## src/rtl/spi_txn_arbiter.sv

```systemverilog
`timescale 1ns/1ps
// spi_txn_arbiter
// Round-robin scheduler that shares one SPI mode-0 master engine among NREQ
// requesters, one DATA_W-bit transaction at a time. It picks a winner, drives
// the winner's chip select and enforces the CS setup, hold and inter-transaction
// gap times. It starts the engine, waits for completion and returns the received
// byte to the winner.
//
// Ports:
//   clk, rst_n    system clock, asynchronous active-low reset
//   req_valid     per-requester request, held until accepted
//   req_data      per-requester TX byte, slice i = [i*DATA_W +: DATA_W]
//   req_ready     one-hot accept (combinational, IDLE only)
//   rsp_valid     one-hot single-cycle pulse, RX byte for that requester
//   rsp_data      RX byte, valid while any rsp_valid bit is high
//   busy          high whenever the scheduler is not idle
//   eng_start     single-cycle start pulse to the SPI engine
//   eng_tx_data   byte for the engine, stable from eng_start until eng_done
//   eng_done      engine completion pulse
//   eng_rx_data   engine received byte, valid with eng_done
//   cs_n          active-low chip selects, at most one low at a time
module spi_txn_arbiter #(
  parameter int NREQ     = 4,
  parameter int DATA_W   = 8,
  parameter int CS_SETUP = 2,
  parameter int CS_HOLD  = 2,
  parameter int GAP      = 4
) (
  input  logic                   clk,
  input  logic                   rst_n,
  input  logic [NREQ-1:0]        req_valid,
  input  logic [NREQ*DATA_W-1:0] req_data,
  output logic [NREQ-1:0]        req_ready,
  output logic [NREQ-1:0]        rsp_valid,
  output logic [DATA_W-1:0]      rsp_data,
  output logic                   busy,
  output logic                   eng_start,
  output logic [DATA_W-1:0]      eng_tx_data,
  input  logic                   eng_done,
  input  logic [DATA_W-1:0]      eng_rx_data,
  output logic [NREQ-1:0]        cs_n
);

  localparam int IDX_W   = (NREQ > 1) ? $clog2(NREQ) : 1;
  localparam int MAX_A   = (CS_SETUP > CS_HOLD) ? CS_SETUP : CS_HOLD;
  localparam int MAX_CNT = (MAX_A > GAP) ? MAX_A : GAP;
  localparam int CNT_W   = $clog2(MAX_CNT + 1);

  typedef enum logic [2:0] {
    ST_IDLE,
    ST_SETUP,
    ST_XFER,
    ST_WAIT,
    ST_HOLD,
    ST_GAP
  } state_t;

  state_t            state, next_state;
  logic [CNT_W-1:0]  cnt, cnt_next;
  logic [IDX_W-1:0]  ptr;
  logic [IDX_W-1:0]  grant;
  logic [IDX_W-1:0]  winner;
  logic [IDX_W:0]    cand;
  logic              found;
  logic              accept;
  logic              done_ok;
  logic [IDX_W-1:0]  cs_sel;
  logic [NREQ-1:0]   cs_n_next;

  // Round-robin search: first requesting index at or above ptr, wrapping
  // around. cand carries one extra bit so the wrap subtraction cannot overflow.
  always_comb begin
    found  = 1'b0;
    winner = '0;
    cand   = '0;
    for (int k = 0; k < NREQ; k++) begin
      cand = {1'b0, ptr} + (IDX_W+1)'(k);
      if (cand >= (IDX_W+1)'(NREQ)) begin
        cand = cand - (IDX_W+1)'(NREQ);
      end
      if (!found && req_valid[cand[IDX_W-1:0]]) begin
        found  = 1'b1;
        winner = cand[IDX_W-1:0];
      end
    end
  end

  assign accept  = (state == ST_IDLE) && found;
  assign done_ok = (state == ST_WAIT) && eng_done;

  always_comb begin
    req_ready = '0;
    if (accept) begin
      req_ready = NREQ'(1) << winner;
    end
  end

  // FSM state register
  always_ff @(posedge clk or negedge rst_n) begin
    if (!rst_n) begin
      state <= ST_IDLE;
      cnt   <= '0;
    end else begin
      state <= next_state;
      cnt   <= cnt_next;
    end
  end

  // Next-state logic. Each timed phase loads cnt with its length minus one on
  // entry and leaves when cnt reaches zero, so the phase lasts exactly its
  // length in cycles. eng_done is only looked at in WAIT.
  always_comb begin
    next_state = state;
    cnt_next   = cnt;
    case (state)
      ST_IDLE: begin
        if (found) begin
          next_state = ST_SETUP;
          cnt_next   = CNT_W'(CS_SETUP - 1);
        end
      end
      ST_SETUP: begin
        if (cnt == '0) begin
          next_state = ST_XFER;
        end else begin
          cnt_next = cnt - 1'b1;
        end
      end
      ST_XFER: begin
        next_state = ST_WAIT;
      end
      ST_WAIT: begin
        if (eng_done) begin
          next_state = ST_HOLD;
          cnt_next   = CNT_W'(CS_HOLD - 1);
        end
      end
      ST_HOLD: begin
        if (cnt == '0) begin
          next_state = ST_GAP;
          cnt_next   = CNT_W'(GAP - 1);
        end else begin
          cnt_next = cnt - 1'b1;
        end
      end
      ST_GAP: begin
        if (cnt == '0) begin
          next_state = ST_IDLE;
        end else begin
          cnt_next = cnt - 1'b1;
        end
      end
      default: begin
        next_state = ST_IDLE;
        cnt_next   = '0;
      end
    endcase
  end

  // Chip select follows the state being entered so cs_n is a clean register.
  // On acceptance the grant register is not yet loaded, so use the winner.
  always_comb begin
    cs_sel    = accept ? winner : grant;
    cs_n_next = '1;
    if (next_state == ST_SETUP || next_state == ST_XFER ||
        next_state == ST_WAIT  || next_state == ST_HOLD) begin
      cs_n_next = ~(NREQ'(1) << cs_sel);
    end
  end

  // Registered outputs and datapath
  always_ff @(posedge clk or negedge rst_n) begin
    if (!rst_n) begin
      ptr         <= '0;
      grant       <= '0;
      cs_n        <= '1;
      eng_start   <= 1'b0;
      rsp_valid   <= '0;
      busy        <= 1'b0;
      eng_tx_data <= '0;
      rsp_data    <= '0;
    end else begin
      cs_n      <= cs_n_next;
      eng_start <= (next_state == ST_XFER);
      busy      <= (next_state != ST_IDLE);
      rsp_valid <= done_ok ? (NREQ'(1) << grant) : '0;
      if (accept) begin
        grant       <= winner;
        ptr         <= (winner == IDX_W'(NREQ - 1)) ? '0 : winner + 1'b1;
        eng_tx_data <= req_data[winner*DATA_W +: DATA_W];
      end
      if (done_ok) begin
        rsp_data <= eng_rx_data;
      end
    end
  end

endmodule

```

## config.mk

```make
export PLATFORM = sky130hd
export DESIGN_NAME = spi_txn_arbiter
export DESIGN_NICKNAME = d
export VERILOG_FILES = /design/src/rtl/spi_txn_arbiter.sv
export SDC_FILE = /design/constraint.sdc
export NUM_CORES = 1
export LEC_CHECK = 0
export BUFFER_PORTS_ARGS = -buffer_cell sky130_fd_sc_hd__buf_2
export CORE_MARGIN = 3
export CORE_UTILIZATION = 43
export CTS_CLUSTER_DIAMETER = 40
export DETAILED_ROUTE_END_ITERATION = 8
export MAX_ROUTING_LAYER = met4
export PLACE_DENSITY = 0.8
export SLEW_MARGIN = 10
export SYNTH_ARGS = -nofsm -noshare
export SYNTH_HDL_FRONTEND = slang
export SYNTH_SLANG_ARGS = --single-unit
```

## constraint.sdc

```tcl
create_clock -name clk -period 1.85 [get_ports clk]
set_input_delay 0.2775 -clock clk [delete_from_list [all_inputs] [get_ports clk]]
set_output_delay 0.2775 -clock clk [all_outputs]
set_load 0.02 [all_outputs]
```

==> flow_summary_export.csv <==
group,metric,value,unit
critical_path,critical-path-slowest-cell,"dfrtp_2",
global_routing,grt_pass1_vias,1729,
cells_and_area,multi_input_area,1060,sq um
clock_tree,cts_tree,"done",
synthesis,ys_ff_latch,36,
critical_path,max_stage_delay,0.43,ns
power_and_ir_drop,comb_power_share,57.5,%
power_and_ir_drop,vdd_ir_drop_max,0.706,mV
critical_path,regToRegSetupSlack,-0.12,ns
cells_and_area,layoutNonFillerInstCount,340,
synthesis,async_reset_ff_share,100,%
clock_tree,h-tree-depth,2,
clock_tree,clk_pin_slew,0.07,ns
floorplan,ios,77,
outcome,status,"finished with violations",
synthesis,syn_nets,235,
sta,tightest_slew,0.791,ns
synthesis,synth.distinct_cells,42,
synthesis,avgSynthCellArea,10.6,sq um
clock_tree,root_buffer,"clkbuf_8",
power_and_ir_drop,clockPowerShare,12.4,%
global_routing,grtUsageTotal,19.4,%
synthesis,synth-edff-count,0,
placed_design,gp_congestion,0.850,
sta,hold_ws,0.0732,ns
critical_path,start_kind,"register",
sta,fin_crit_sh,109,%
power_and_ir_drop,power.share.sequential,30.2,%
clock_tree,cts_num_sinks,36,
cells_and_area,fillers,334,
global_routing,grt_max_degree,37,
routing,num_vias,1817,
placed_design,dp_hpwl,3580,microns
routing,drt_iter0_drc,109,
floorplan,num_rows,23,
routing,drt_wl_total,4900,microns
routing,ant_nets,0,
cells_and_area,fin_util,67.2,%
clock_tree,max-clock-path-buffers,2,
sta,clock-skew-final,0.00581,ns
sta,clock.fmax,496,MHz
synthesis,synth_area,1930,sq um
cells_and_area,syn2layout_area_growth,45.6,%
global_routing,overflow,0,
global_routing,antenna_found_initial,0,
floorplan,design.core.area,4170,sq um
power_and_ir_drop,p_switching,1.82,mW
global_routing,grt_pass1_wl,7750,microns
critical_path,cp.depth,7,
critical_path,crit_family,"flip-flops",
sta,min_period,2.02,ns
routing,viasPerCell,5.34,
power_and_ir_drop,swShare,41.1,%
synthesis,synthCells,182,
clock_tree,clk_latency,0.29,ns
power_and_ir_drop,intPower,2.61,mW
critical_path,reg2reg_to,"eng_tx_data[7]",
critical_path,critical_path.max_fanout,4,
floorplan,dieHeight,72.9,microns
critical_path,crit_arrival,1.74,ns
power_and_ir_drop,leakage,1.37,nW
sta,rsz0062_at_grt,"yes",
floorplan,die_w,72.9,microns
placed_design,dp.cells,324,
critical_path,r2r-start,"ptr[1]",
routing,drcViolationCount,0,
cells_and_area,nets,342,
floorplan,start_util,46.1,%
min_path,holdCritPathClass,"input pin to async pin",
floorplan,dieArea,5320,sq um
routing,wire_per_inst,14.4,microns
power_and_ir_drop,p_per_area,1580,nW/um^2
sta,relSlewSlack,47.3,%
outcome,violations,"negative setup slack",
sta,maxSlewViolCount,0,
flow_run,drv_cap,0,
critical_path,crit_required,1.57,ns
placed_design,io_buffers,76,
synthesis,seq_area_frac_synth,47.0,%
sta,setup_ws,-0.165,ns
critical_path,ff2ff_path_depth,7,
critical_path,path_buf_inv,2,
synthesis,synthFlopType,"dfrtp_1",
sta,finalSetupViolations,13,
critical_path,end_kind,"primary output",
cells_and_area,antenna_cells,0,
routing,drtPass1Iterations,4,
critical_path,path_class,"register to primary output",
synthesis,yosysWarnings,0,
clock_tree,numCtsBuffers,5,
sta,hold_viol,0,
critical_path,path_cells,"mux2i_4 > o22ai_4 > nor2_4 > inv_2 > ha_4 > and2_4 > buf_6",
cells_and_area,seq_area,907,sq um
cells_and_area,drive_gt1_share,55.5,%
-- sequential cells by signal (all words and copies together), names as in the netlist --
signal       count
grant            2
state            3
eng_tx_data      8
rsp_valid        4
rsp_data         8
busy             1
cs_n             4
cnt              3
ptr              2
eng_start        1
-- per-layer routing --
layer	global-route usage (%)	share of wire, %
met1	24.8	42
met2	30.4	49
met3	3.99	7.1
met4	7.17	1.8
met5	-	0
-- power groups by stage --
| stage | registers (mW) | clock network, mW | logic [mW] |
|---|---|---|---|
| 4_1_cts | 1.33 | 0.561 | 2.47 |
| 3_5_place_dp | 1.34 | 0 | 2.27 |
| 3_3_place_gp | 1.32 | 0 | 2.22 |
| 6_report | 1.34 | 0.548 | 2.55 |
| 2_1_floorplan | 1.60 | 0 | 1.17 |
| 5_1_grt | 1.38 | 0.600 | 2.78 |
-- how the worst max path moves through the flow --
stage	start	end	slack, ns
finish	ptr[1]	req_ready[0]	-0.17
global route	ptr[1]	req_ready[0]	-0.23
CTS	ptr[1]	req_ready[3]	-0.19
detailed placement	ptr[1]	eng_tx_data[3]	-0.08
global placement	ptr[1]	eng_tx_data[1]	0.003
floorplan	ptr[1]	eng_tx_data[0]	0.01
-- cells by family after synthesis --
logic type | synth area share (%)
multiplexers | 10.7
adder cells (fa/ha/maj) | 3.90
AND/OR/NAND/NOR | 13.8
flip-flops | 47.0
XOR/XNOR | 0.455
AO/OA/AOI/OAI | 20.9
buffers and inverters | 3.25
-- repair_timing --
item / CTS / global route
setup buffers: 6 / 3
resized for setup: 27 / 10
pin swaps: 8 / 6
setup endpoints to repair: 12 / 18
hold buffers: 0 / 0
-- area by class of cell --
class | count | area share, %
multi-input combinational | 131 | 37.8
sequential | 36 | 32.4
timing repair buffer | 107 | 23.4
clock buffer | 5 | 2.45
tap | 50 | 2.23
inverter | 8 | 1.07
clock inverter | 3 | 0.669
-- cells in the mapped netlist (2+ instances only) --
library cell  instances  share of area (%)
and2_1                4                1.3
nor2b_1               4                1.3
a21oi_1              15                3.9
nand3_1               9                2.3
o21ai_0              13                3.4
dfstp_2               4                5.5
a21o_1                4                1.6
inv_1                 8                1.6
a31oi_1               3               0.97
nand2b_1              5                1.6
nand2_1              10                1.9
mux2_2               16                9.4
dfrtp_1              32                 42
ha_1                  6                3.9
clkbuf_1              2               0.39
buf_2                 4                1.0
o31ai_1               2               0.78
a221o_1               9                4.7
a21boi_0              2               0.78
nor2_1                8                1.6
-- through the flow --
step	instance area (sq um)	TNS, ns	power [mW]	setup WS (ns)
after floorplan	1930	0	2.77	0.0130
after global placement	2520	0	3.54	0.00341
after detailed placement	2520	-0.458	3.61	-0.0751
after CTS	2760	-1.57	4.36	-0.185
after global routing	2800	-2.37	4.76	-0.234
final	2800	-1.43	4.43	-0.165
-- cells in the final DEF, fill, tap and decap left out, types with 5 or more instances in the layout --
master and instances:
a21oi_1 15, mux2_2 14, dfrtp_1 31, nand2_1 8, clkbuf_8 5, buf_4 27, buf_6 7, o21ai_0 13
a221o_1 9, inv_1 6, nor2_1 7, buf_2 72, nand3_1 9
(Power assumes the default switching activity.)
